**src/rtl/dmem_pkg.sv**
```systemverilog
// Shared encodings, FSM states and the alignment helper for the data-memory controller.
// Alignment checking is only used when DMEM_MISALIGN_EXC_EN is defined.
package dmem_pkg;

  localparam logic [2:0] DM_WORD  = 3'b000;
  localparam logic [2:0] DM_HALF  = 3'b001;
  localparam logic [2:0] DM_HALFU = 3'b010;
  localparam logic [2:0] DM_BYTE  = 3'b011;
  localparam logic [2:0] DM_BYTEU = 3'b100;

  typedef enum logic [1:0] {
    ST_IDLE,
    ST_REQ,
    ST_WAIT,
    ST_DONE
  } state_t;

  // Byte accesses can never be misaligned; unknown encodings behave like words
  // everywhere else, but are not flagged here.
  function automatic logic misaligned(input logic [2:0] dm_ctrl, input logic [1:0] addr_lo);
    case (dm_ctrl)
      DM_HALF, DM_HALFU: misaligned = addr_lo[0];
      DM_WORD:           misaligned = |addr_lo;
      default:           misaligned = 1'b0;
    endcase
  endfunction

endpackage

```
**src/rtl/dmem_ctrl_if.sv**
```systemverilog
// Request/grant/response data-bus bundle between dmem_ctrl (master) and memory (slave).
interface dmem_ctrl_if;
  logic        bus_req;
  logic        bus_we;
  logic [31:0] bus_addr;
  logic [3:0]  bus_be;
  logic [31:0] bus_wdata;
  logic        bus_gnt;
  logic        bus_rvalid;
  logic [31:0] bus_rdata;

  modport master (
    output bus_req, bus_we, bus_addr, bus_be, bus_wdata,
    input  bus_gnt, bus_rvalid, bus_rdata
  );

  modport slave (
    input  bus_req, bus_we, bus_addr, bus_be, bus_wdata,
    output bus_gnt, bus_rvalid, bus_rdata
  );
endinterface

```
**src/rtl/dmem_lane_align.sv**
```systemverilog
// Combinational store lane replication / byte-enable generation and load extract + extend.
module dmem_lane_align
  import dmem_pkg::*;
(
  input  logic [2:0]  dm_ctrl,
  input  logic [1:0]  addr_lo,
  input  logic        we,
  input  logic [31:0] store_data,
  input  logic [31:0] load_word,
  output logic [3:0]  be,
  output logic [31:0] lane_data,
  output logic [31:0] load_data
);

  logic [7:0]  byte_sel;
  logic [15:0] half_sel;

  // Reads always fetch the full word; lane selection happens on the way back.
  always_comb begin
    be        = 4'b1111;
    lane_data = store_data;
    if (we) begin
      case (dm_ctrl)
        DM_BYTE, DM_BYTEU: begin
          be        = 4'b0001 << addr_lo;
          lane_data = {4{store_data[7:0]}};
        end
        DM_HALF, DM_HALFU: begin
          be        = addr_lo[1] ? 4'b1100 : 4'b0011;
          lane_data = {2{store_data[15:0]}};
        end
        default: ;
      endcase
    end
  end

  always_comb begin
    case (addr_lo)
      2'd0:    byte_sel = load_word[7:0];
      2'd1:    byte_sel = load_word[15:8];
      2'd2:    byte_sel = load_word[23:16];
      default: byte_sel = load_word[31:24];
    endcase
    half_sel = addr_lo[1] ? load_word[31:16] : load_word[15:0];
    case (dm_ctrl)
      DM_BYTE:  load_data = {{24{byte_sel[7]}}, byte_sel};
      DM_BYTEU: load_data = {24'd0, byte_sel};
      DM_HALF:  load_data = {{16{half_sel[15]}}, half_sel};
      DM_HALFU: load_data = {16'd0, half_sel};
      default:  load_data = load_word;
    endcase
  end

endmodule

```
**src/rtl/dmem_ctrl.sv**
```systemverilog
// Data-memory controller: latches a MEM-stage access, runs it on the bus and stalls the CPU.
// Define DMEM_MISALIGN_EXC_EN to abort misaligned accesses with cpu_misalign instead of truncating.
module dmem_ctrl
  import dmem_pkg::*;
#(
  parameter int unsigned TIMEOUT = 255
)(
  input  logic              clk,
  input  logic              reset,
  input  logic              cpu_mem_r,
  input  logic              cpu_mem_w,
  input  logic [31:0]       cpu_addr,
  input  logic [31:0]       cpu_wdata,
  input  logic [2:0]        cpu_dm_ctrl,
  output logic [31:0]       cpu_rdata,
  output logic              cpu_stall,
  output logic              cpu_done,
  output logic              cpu_err,
  output logic              cpu_misalign,
  dmem_ctrl_if.master       bus
);

  state_t      state, state_d;
  logic [31:0] addr_q, wdata_q, rdata_q, cnt_q;
  logic [2:0]  ctrl_q;
  logic        we_q, err_q;
  logic        access, timeout_hit, mis_now;
  logic [3:0]  be;
  logic [31:0] lane_data, load_data;

  assign access      = cpu_mem_r | cpu_mem_w;
  assign timeout_hit = (TIMEOUT != 0) && (cnt_q + 32'd1 == TIMEOUT);

`ifdef DMEM_MISALIGN_EXC_EN
  logic mis_q;
  assign mis_now      = misaligned(cpu_dm_ctrl, cpu_addr[1:0]);
  assign cpu_misalign = (state == ST_DONE) & mis_q;
`else
  assign mis_now      = 1'b0;
  assign cpu_misalign = 1'b0;
`endif

  dmem_lane_align u_align (
    .dm_ctrl    (ctrl_q),
    .addr_lo    (addr_q[1:0]),
    .we         (we_q),
    .store_data (wdata_q),
    .load_word  (bus.bus_rdata),
    .be         (be),
    .lane_data  (lane_data),
    .load_data  (load_data)
  );

  // Timeout wins over a grant in REQ, but a response that arrives in the last
  // WAIT cycle is still delivered as good data.
  always_comb begin
    state_d = state;
    case (state)
      ST_IDLE: if (access) state_d = mis_now ? ST_DONE : ST_REQ;
      ST_REQ: begin
        if (timeout_hit)      state_d = ST_DONE;
        else if (bus.bus_gnt) state_d = ST_WAIT;
      end
      ST_WAIT: begin
        if (bus.bus_rvalid)   state_d = ST_DONE;
        else if (timeout_hit) state_d = ST_DONE;
      end
      default: state_d = ST_IDLE;
    endcase
  end

  always_ff @(posedge clk or posedge reset) begin
    if (reset) begin
      state   <= ST_IDLE;
      addr_q  <= '0;
      wdata_q <= '0;
      ctrl_q  <= '0;
      we_q    <= 1'b0;
      cnt_q   <= '0;
      err_q   <= 1'b0;
      rdata_q <= '0;
`ifdef DMEM_MISALIGN_EXC_EN
      mis_q   <= 1'b0;
`endif
    end else begin
      state <= state_d;
      case (state)
        ST_IDLE: begin
          if (access) begin
            addr_q  <= cpu_addr;
            wdata_q <= cpu_wdata;
            ctrl_q  <= cpu_dm_ctrl;
            we_q    <= cpu_mem_w;
            cnt_q   <= '0;
            err_q   <= 1'b0;
`ifdef DMEM_MISALIGN_EXC_EN
            mis_q   <= mis_now;
            if (mis_now) rdata_q <= '0;
`endif
          end
        end
        ST_REQ: begin
          cnt_q <= cnt_q + 32'd1;
          if (timeout_hit) begin
            err_q   <= 1'b1;
            rdata_q <= '0;
          end
        end
        ST_WAIT: begin
          cnt_q <= cnt_q + 32'd1;
          if (bus.bus_rvalid) begin
            rdata_q <= load_data;
          end else if (timeout_hit) begin
            err_q   <= 1'b1;
            rdata_q <= '0;
          end
        end
        default: ;
      endcase
    end
  end

  // Bus fields are only driven while requesting so an idle bus reads as all zeros.
  assign bus.bus_req   = (state == ST_REQ);
  assign bus.bus_we    = (state == ST_REQ) & we_q;
  assign bus.bus_addr  = (state == ST_REQ) ? {addr_q[31:2], 2'b00} : 32'd0;
  assign bus.bus_be    = (state == ST_REQ) ? be : 4'b0000;
  assign bus.bus_wdata = (state == ST_REQ) ? lane_data : 32'd0;

  assign cpu_stall = ~reset & (((state == ST_IDLE) & access) | (state == ST_REQ) | (state == ST_WAIT));
  assign cpu_done  = (state == ST_DONE);
  assign cpu_err   = (state == ST_DONE) & err_q;
  assign cpu_rdata = rdata_q;

endmodule

```
**src/flat_wrapper.sv**
```systemverilog
// flat-port wrapper written by rule: the top's interface ports become plain ports
module dmem_ctrl_flat import dmem_pkg::*;
#(
  parameter int unsigned TIMEOUT = 255
)
  (clk, reset, cpu_mem_r, cpu_mem_w, cpu_addr, cpu_wdata, cpu_dm_ctrl, cpu_rdata, cpu_stall, cpu_done, cpu_err, cpu_misalign, bus_bus_req, bus_bus_we, bus_bus_addr, bus_bus_be, bus_bus_wdata, bus_bus_gnt, bus_bus_rvalid, bus_bus_rdata);
  dmem_ctrl_if bus_i ();
  input  logic clk;
  input  logic reset;
  input  logic cpu_mem_r;
  input  logic cpu_mem_w;
  input  logic [31:0] cpu_addr;
  input  logic [31:0] cpu_wdata;
  input  logic [2:0] cpu_dm_ctrl;
  output logic [31:0] cpu_rdata;
  output logic cpu_stall;
  output logic cpu_done;
  output logic cpu_err;
  output logic cpu_misalign;
  output wire logic [$bits(bus_i.bus_req)-1:0] bus_bus_req;
  output wire logic [$bits(bus_i.bus_we)-1:0] bus_bus_we;
  output wire logic [$bits(bus_i.bus_addr)-1:0] bus_bus_addr;
  output wire logic [$bits(bus_i.bus_be)-1:0] bus_bus_be;
  output wire logic [$bits(bus_i.bus_wdata)-1:0] bus_bus_wdata;
  input wire logic [$bits(bus_i.bus_gnt)-1:0] bus_bus_gnt;
  input wire logic [$bits(bus_i.bus_rvalid)-1:0] bus_bus_rvalid;
  input wire logic [$bits(bus_i.bus_rdata)-1:0] bus_bus_rdata;
  assign bus_bus_req = bus_i.bus_req;
  assign bus_bus_we = bus_i.bus_we;
  assign bus_bus_addr = bus_i.bus_addr;
  assign bus_bus_be = bus_i.bus_be;
  assign bus_bus_wdata = bus_i.bus_wdata;
  assign bus_i.bus_gnt = bus_bus_gnt;
  assign bus_i.bus_rvalid = bus_bus_rvalid;
  assign bus_i.bus_rdata = bus_bus_rdata;
  dmem_ctrl #(.TIMEOUT(TIMEOUT)) u_core (.clk(clk), .reset(reset), .cpu_mem_r(cpu_mem_r), .cpu_mem_w(cpu_mem_w), .cpu_addr(cpu_addr), .cpu_wdata(cpu_wdata), .cpu_dm_ctrl(cpu_dm_ctrl), .cpu_rdata(cpu_rdata), .cpu_stall(cpu_stall), .cpu_done(cpu_done), .cpu_err(cpu_err), .cpu_misalign(cpu_misalign), .bus(bus_i));
endmodule
```
**config.mk**
```make
export PLATFORM = sky130hd
export DESIGN_NAME = dmem_ctrl_flat
export DESIGN_NICKNAME = d
export VERILOG_FILES = /design/src/rtl/dmem_pkg.sv /design/src/rtl/dmem_ctrl_if.sv /design/src/rtl/dmem_lane_align.sv /design/src/rtl/dmem_ctrl.sv /design/src/flat_wrapper.sv
export SDC_FILE = /design/constraint.sdc
export NUM_CORES = 1
export LEC_CHECK = 0
export CAP_MARGIN = 40
export CORE_ASPECT_RATIO = 2
export CORE_MARGIN = 2
export CORE_UTILIZATION = 54
export CTS_CLUSTER_SIZE = 8
export DETAILED_ROUTE_END_ITERATION = 6
export PLACE_DENSITY = 0.87
export SLEW_MARGIN = 15
export SYNTH_ARGS = -nofsm -noshare
export SYNTH_HDL_FRONTEND = slang
export SYNTH_HIERARCHICAL = 1
export SYNTH_SLANG_ARGS = --single-unit
export TNS_END_PERCENT = 100
```
**constraint.sdc**
```tcl
create_clock -name clk -period 7.1 [get_ports clk]
set_clock_uncertainty 0.15 [all_clocks]
set_input_delay 0.71 -clock clk [delete_from_list [all_inputs] [get_ports clk]]
set_output_delay 0.71 -clock clk [all_outputs]
set_load 0.01 [all_outputs]
```
# Word level (Yosys, flattened, before mapping)
# Cells that the tools add are included.
[op_classes]
addsub = 1
eq_ne = 14
shift = 1
mux = 26
bitwise_logic = 8
reduce_logical = 12
[op_table]
columns = ["op", "count"]
rows = [
  ["$mux 32", 6],
  ["$pmux 32 s2", 3],
  ["$pmux 32 s4", 1],
  ["$add 32x1->32 const B", 1],
  ["$eq 32x8->1 const B", 1],
  ["$pmux 8 s3", 1],
  ["$mux 16", 1],
  ["$mux 4", 3],
  ["$mux 2", 5],
  ["$pmux 4 s2", 1],
  ["$eq 2x2->1 const B", 3],
  ["$eq 3x2->1 const B", 2],
  ["$pmux 2 s3", 1],
  ["$reduce_and 3->1", 2],
  ["$reduce_or 2->1", 3],
  ["$and 1x1->1", 4],
  ["$eq 2x1->1 const B", 2],
  ["$logic_not 2->1", 2],
  ["$reduce_and 2->1", 2],
  ["$reduce_bool 2->1", 2],
  ["$shl 1x2->4 const A", 1],
  ["$eq 3x1->1 const B", 1],
  ["$eq 3x3->1 const B", 1],
  ["$mux 1", 3],
  ["other kinds (8)", 10],
]
[totals]
ff_bits = 135
inputBits = 105
output_inout_bits = 106
wordCells = 70

# Depth between registers and ports, before layout
[depth]
depth_word = 5
ltp_mapped = 12
mapped_depth_nobuf = 9

# By module
# The synthesis kept the hierarchy.
[by_module_without_submodules]
columns = ["mod", "n_inst", "cells_each", "area_each_um2", "seq_area_each_um2"]
rows = [
  ["dmem_ctrl", 1, 622, 6749.0, 3378.2],
  ["dmem_lane_align", 1, 212, 1440.1, 0.0],
]

# Worst setup path after synthesis
# OpenSTA, ideal clock, no wires.
[synth_path]
kind = "reg-to-reg"
startpoint = "reg u_core.cnt_q[0]"
endpoint = "reg u_core.rdata_q[0], in the netlist u_core/cpu_rdata[0]"
setup_ps = 121
t_arrival_ps = 2669
t_required_ps = 6829
path_slack_ps = 4160
stages_incl_launch_ff = 13
n_path_buf = 3
synth_period_minus_slack_ps = 2940
path_cell_list = "dfrtp_1 > ha_1 > and4_4 > buf_6 > and3_4 > buf_6 > a311o_1 > a22oi_2 > o2111ai_2 > nor4_4 > o21ai_4 > buf_6 > a22o_1"
[synth_via]
elab_chain_cells = 5
[synth_lines]
columns = ["item", "line_no", "rtl"]
rows = [
  ["start: declaration", "dmem_ctrl.sv:24", "logic [31:0] addr_q, wdata_q, rdata_q, cnt_q;"],
  ["start signal: assignment", "dmem_ctrl.sv:103", "cnt_q <= cnt_q + 32'd1;"],
  ["start signal: assignment", "dmem_ctrl.sv:110", "cnt_q <= cnt_q + 32'd1;"],
  ["$add 32x1->32 *", "dmem_ctrl.sv:32", "assign timeout_hit = (TIMEOUT != 0) && (cnt_q + 32'd1 == TIMEOUT);"],
  ["$eq 32x8->1 *", "dmem_ctrl.sv:32", ""],
  ["$mux 32 *", "-", ""],
  ["$mux 32", "-", ""],
  ["$pmux 32 s2 *", "-", ""],
  ["end signal: assignment", "dmem_ctrl.sv:112", "rdata_q <= load_data;"],
  ["end: declaration", "dmem_ctrl.sv:24", ""],
]
# Every way passes the cells marked *; elsewhere a longest branch is shown, timed or not.
# A chain may end at the register's enable or synchronous reset.

# Worst setup path after layout
[layout_path]
startpoint = "reg u_core.ctrl_q[1]"
endpoint = "out bus_bus_wdata[8]"
[layout_via]
elab_chain_cells = 5
elab_cells_between_ends = 9
cone_classes = "eq/ne (4); mux (3); reduce/logical (2)"
[layout_lines]
columns = ["item", "line_no", "rtl"]
rows = [
  ["start: declaration", "dmem_ctrl.sv:25", "logic [2:0] ctrl_q;"],
  ["start signal: assignment", "dmem_ctrl.sv:92", "ctrl_q <= cpu_dm_ctrl;"],
  ["$eq 3x2->1 (tied with other cells)", "dmem_lane_align.sv:23", "case (dm_ctrl)"],
  ["$reduce_or 2->1", "dmem_lane_align.sv:23", ""],
  ["$pmux 32 s2 *", "dmem_lane_align.sv:23", ""],
  ["$mux 32 *", "dmem_lane_align.sv:22", "if (we) begin"],
  ["via u_core.lane_data[8]", "dmem_ctrl.sv:29", "logic [31:0] lane_data, load_data;"],
  ["$mux 32 *", "dmem_ctrl.sv:128", "assign bus.bus_wdata = (state == ST_REQ) ? lane_data : 32'd0;"],
  ["end: declaration", "flat_wrapper.sv:24", "output wire logic [$bits(bus_i.bus_wdata)-1:0] bus_bus_wdata;"],
]
# The timed path passes the listed nets; every way through them passes the cells marked *.

==> impl_metrics.json <==
{
  "comb_power_share": 0.522,
  "crit_fanout": 30,
  "min_path_cells": 1,
  "p_clk_frac": 0.184,
  "num_vias": 7300,
  "finalSetupViolCount": 0,
  "worst_pin_slew_ns": 0.845,
  "drc": 0,
  "seq_area_frac_synth": 0.413,
  "final_area_mm2": 0.0108,
  "die_height_um": 178,
  "globalRouteOverflowTotal": 0,
  "netlist_area_mm2": 0.00819,
  "io_pins": 211,
  "relSlewSlack": 0.437,
  "grt_max_degree": 73,
  "clkTransAtPathRegs_ns": 0.06,
  "nets": 1102,
  "synthFlopType": "dfrtp_1",
  "ys_seq_elements": 135,
  "synth_top_area_cell": "dfrtp_1",
  "fin_crit_sh": 0.556,
  "synth-simple-area-share": 0.194,
  "status": "finished clean",
  "synthMostInstantiatedCell": "dfrtp_1",
  "start_util": 0.553,
  "cts_made_buffers": 17,
  "arrival_ns": 3.09,
  "leakagePower_nw": 4.60,
  "cts_hold_buf": 0,
  "synth.area.top_cells": "dfrtp_1, mux2_2, and2_1, nand2_1, a22o_1",
  "cts.sinks": 135,
  "synth.distinct_cells": 72,
  "maxCapViolCount": 0,
  "max_freq_mhz": 253,
  "die_w_um": 91.1,
  "final_util": 0.730,
  "cts-root-buf": "clkbuf_16",
  "synth_compound_area_frac": 0.188,
  "drt_iter0_markers": 476,
  "p_sw_mw": 1.75,
  "reg2regPathDepth": 10,
  "ys_warn_count": 6,
  "wire_per_inst_um": 19.9,
  "cts_max_level": 4,
  "gp_congestion": 0.925,
  "ant_nets": 0,
  "start_kind": "register",
  "grt_pass1_wl_mm": 37.5,
  "die_area_mm2": 0.0162,
  "core_area_mm2": 0.0148,
  "min-delay-path-class": "reg2reg",
  "dr.pass1.iters": 5,
  "synth_edf_count": 0,
  "clock_latency_ns": 0.42,
  "worst-endpoint-required_ns": 6.24,
  "swShare": 0.388,
  "end_kind": "output port",
  "synth_xor_xnor_area_share": 0.00963,
  "cts_tree": "built",
  "syn_to_final_growth_pct": 32.0,
  "port_buffers": 207,
  "peakVddDrop_mv": 0.450,
  "rsz0062_at_grt": "no",
  "avgViaCountPerCell": 6.09,
  "muxShareOfSynthArea": 0.123,
  "synth_cells": 834,
  "placed_cell_area_mm2": 0.0102,
  "dp_hpwl_mm": 17.4,
  "hold_viol": 0,
  "n_fill_cell": 1058,
  "syn_avg_cell_area_um2": 9.82,
  "synth_top_family_by_area": "simple AND/OR/NAND/NOR gates",
  "ys_top_cells_by_count": "dfrtp_1, nand2_1, mux2_2, and2_1, o21ai_0",
  "power_density_mw_per_mm2": 418,
  "antenna_found_initial": 1,
  "path_class": "reg2out",
  "internal_power_mw": 2.77,
  "period_needed_ns": 3.95,
  "clock_path_buffers": 2,
  "synthArstFlopShare": 1.00,
  "yosysTopAreaCellShare": 0.413,
  "grt_pass1_vias": 7146,
  "drive_above_1_share": 0.147,
  "finalPower_mw": 4.52,
  "postCtsSetupBuffers": 0,
  "slew_violations": 0,
  "post_cts_resized": 0,
  "drt-total-wl_mm": 23.8,
  "sequentialPowerShare": 0.294,
  "rows": 63,
  "synth_fa_ha_area_frac": 0.0104,
  "setup_tns_ns": 0,
  "track_usage": 0.296
}
## cell usage in the layout, fill, tap and decap left out, types with 7 or more instances in the layout
master           instances
inv_1                    9
o2bb2ai_1                9
clkdlybuf4s50_1        207
and4_1                   7
and2_1                  74
or2_2                   11
dfrtp_1                135
mux2_2                  76
nor2_1                  20
a21oi_1                 25
a21o_1                  25
nand3_1                 10
clkbuf_16               17
nor2b_1                 12
nand2_1                 86
mux2i_1                 12
a221o_1                 17
and3_1                  11
nand4_1                 15
a22o_1                  35
nor3_1                  13
o31ai_1                 17
o21ai_0                 47
xnor2_1                  8
## registers in the layout, summed over array words and instances (netlist names)
name / cells
u_core/state: 2
u_core/wdata_q: 32
u_core/cpu_rdata: 32
u_core/err_q: 1
u_core/we_q: 1
u_core/ctrl_q: 3
u_core/addr_q: 32
u_core/cnt_q: 32
## kinds of logic after synthesis
family	after synthesis
AND/OR/NAND/NOR	288
AO/OA/AOI/OAI	211
flip-flops	135
buffers and inverters	93
multiplexers	90
XOR/XNOR	9
adder cells (fa/ha/maj)	7
other	1
## through the flow
stage / hold WS (ns) / cells / setup slack (ns)
after floorplan: 0.321 / 836 / 2.63
after global placement: 0.330 / 1160 / 3.27
after detailed placement: 0.330 / 1165 / 3.55
after CTS: 0.348 / 1196 / 3.10
after global routing: 0.363 / 1199 / 2.96
final: 0.345 / 1199 / 3.15
## worst paths after layout
path                                            from                    to  slack [ns]
max in group asynchronous                      reset  u_core/cpu_rdata[11]        5.11
worst max-delay path                u_core/ctrl_q[1]      bus_bus_wdata[8]        3.15
worst min register to register  u_core/cpu_rdata[16]  u_core/cpu_rdata[16]        0.34
worst max register to register       u_core/cnt_q[0]  u_core/cpu_rdata[19]        3.69
min in group asynchronous                      reset       u_core/state[1]        0.64
worst min-delay path            u_core/cpu_rdata[16]  u_core/cpu_rdata[16]        0.34
## power groups by stage
stage               clock network (mW)  logic, mW  registers [mW]
global placement                     0       2.17            1.35
finish                           0.830       2.36            1.33
CTS                              0.848       2.32            1.34
floorplan                            0       1.55            1.25
detailed placement                   0       2.31            1.35
global route                     0.883       2.52            1.37
## worst max-delay path, cell delays in order (launching register included)
cell	delay [ns]
dfrtp_1	0.89
and3b_1	0.29
or2_1	0.32
nand2_1	0.27
a21o_1	0.25
and2_1	0.15
clkdlybuf4s50_1	0.50
## metal layers
| metal | share of wire | wire [µm] | vias up | track usage |
|---|---|---|---|---|
| li1 | - | - | 3318 | - |
| met1 | 0.34 | 8110 | 3544 | 0.309 |
| met2 | 0.54 | 13000 | 353 | 0.555 |
| met3 | 0.061 | 1470 | 85 | 0.0524 |
| met4 | 0.054 | 1280 | 0 | 0.157 |
| met5 | 0 | 0 | - | 0 |
## final cells by class
cell class | count | area, µm² | share of cell area
Timing Repair Buffer | 217 | 2250 | 0.209
Multi-Input combinational cell | 608 | 4330 | 0.400
Sequential cell | 135 | 3380 | 0.312
Clock buffer | 17 | 425 | 0.0393
Clock inverter | 14 | 129 | 0.0119
Inverter | 12 | 50.0 | 0.00463
Antenna cell | 1 | 2.50 | 0.000231
Tap cell | 195 | 244 | 0.0226
No activity file was read; power rests on OpenSTA's default activity.
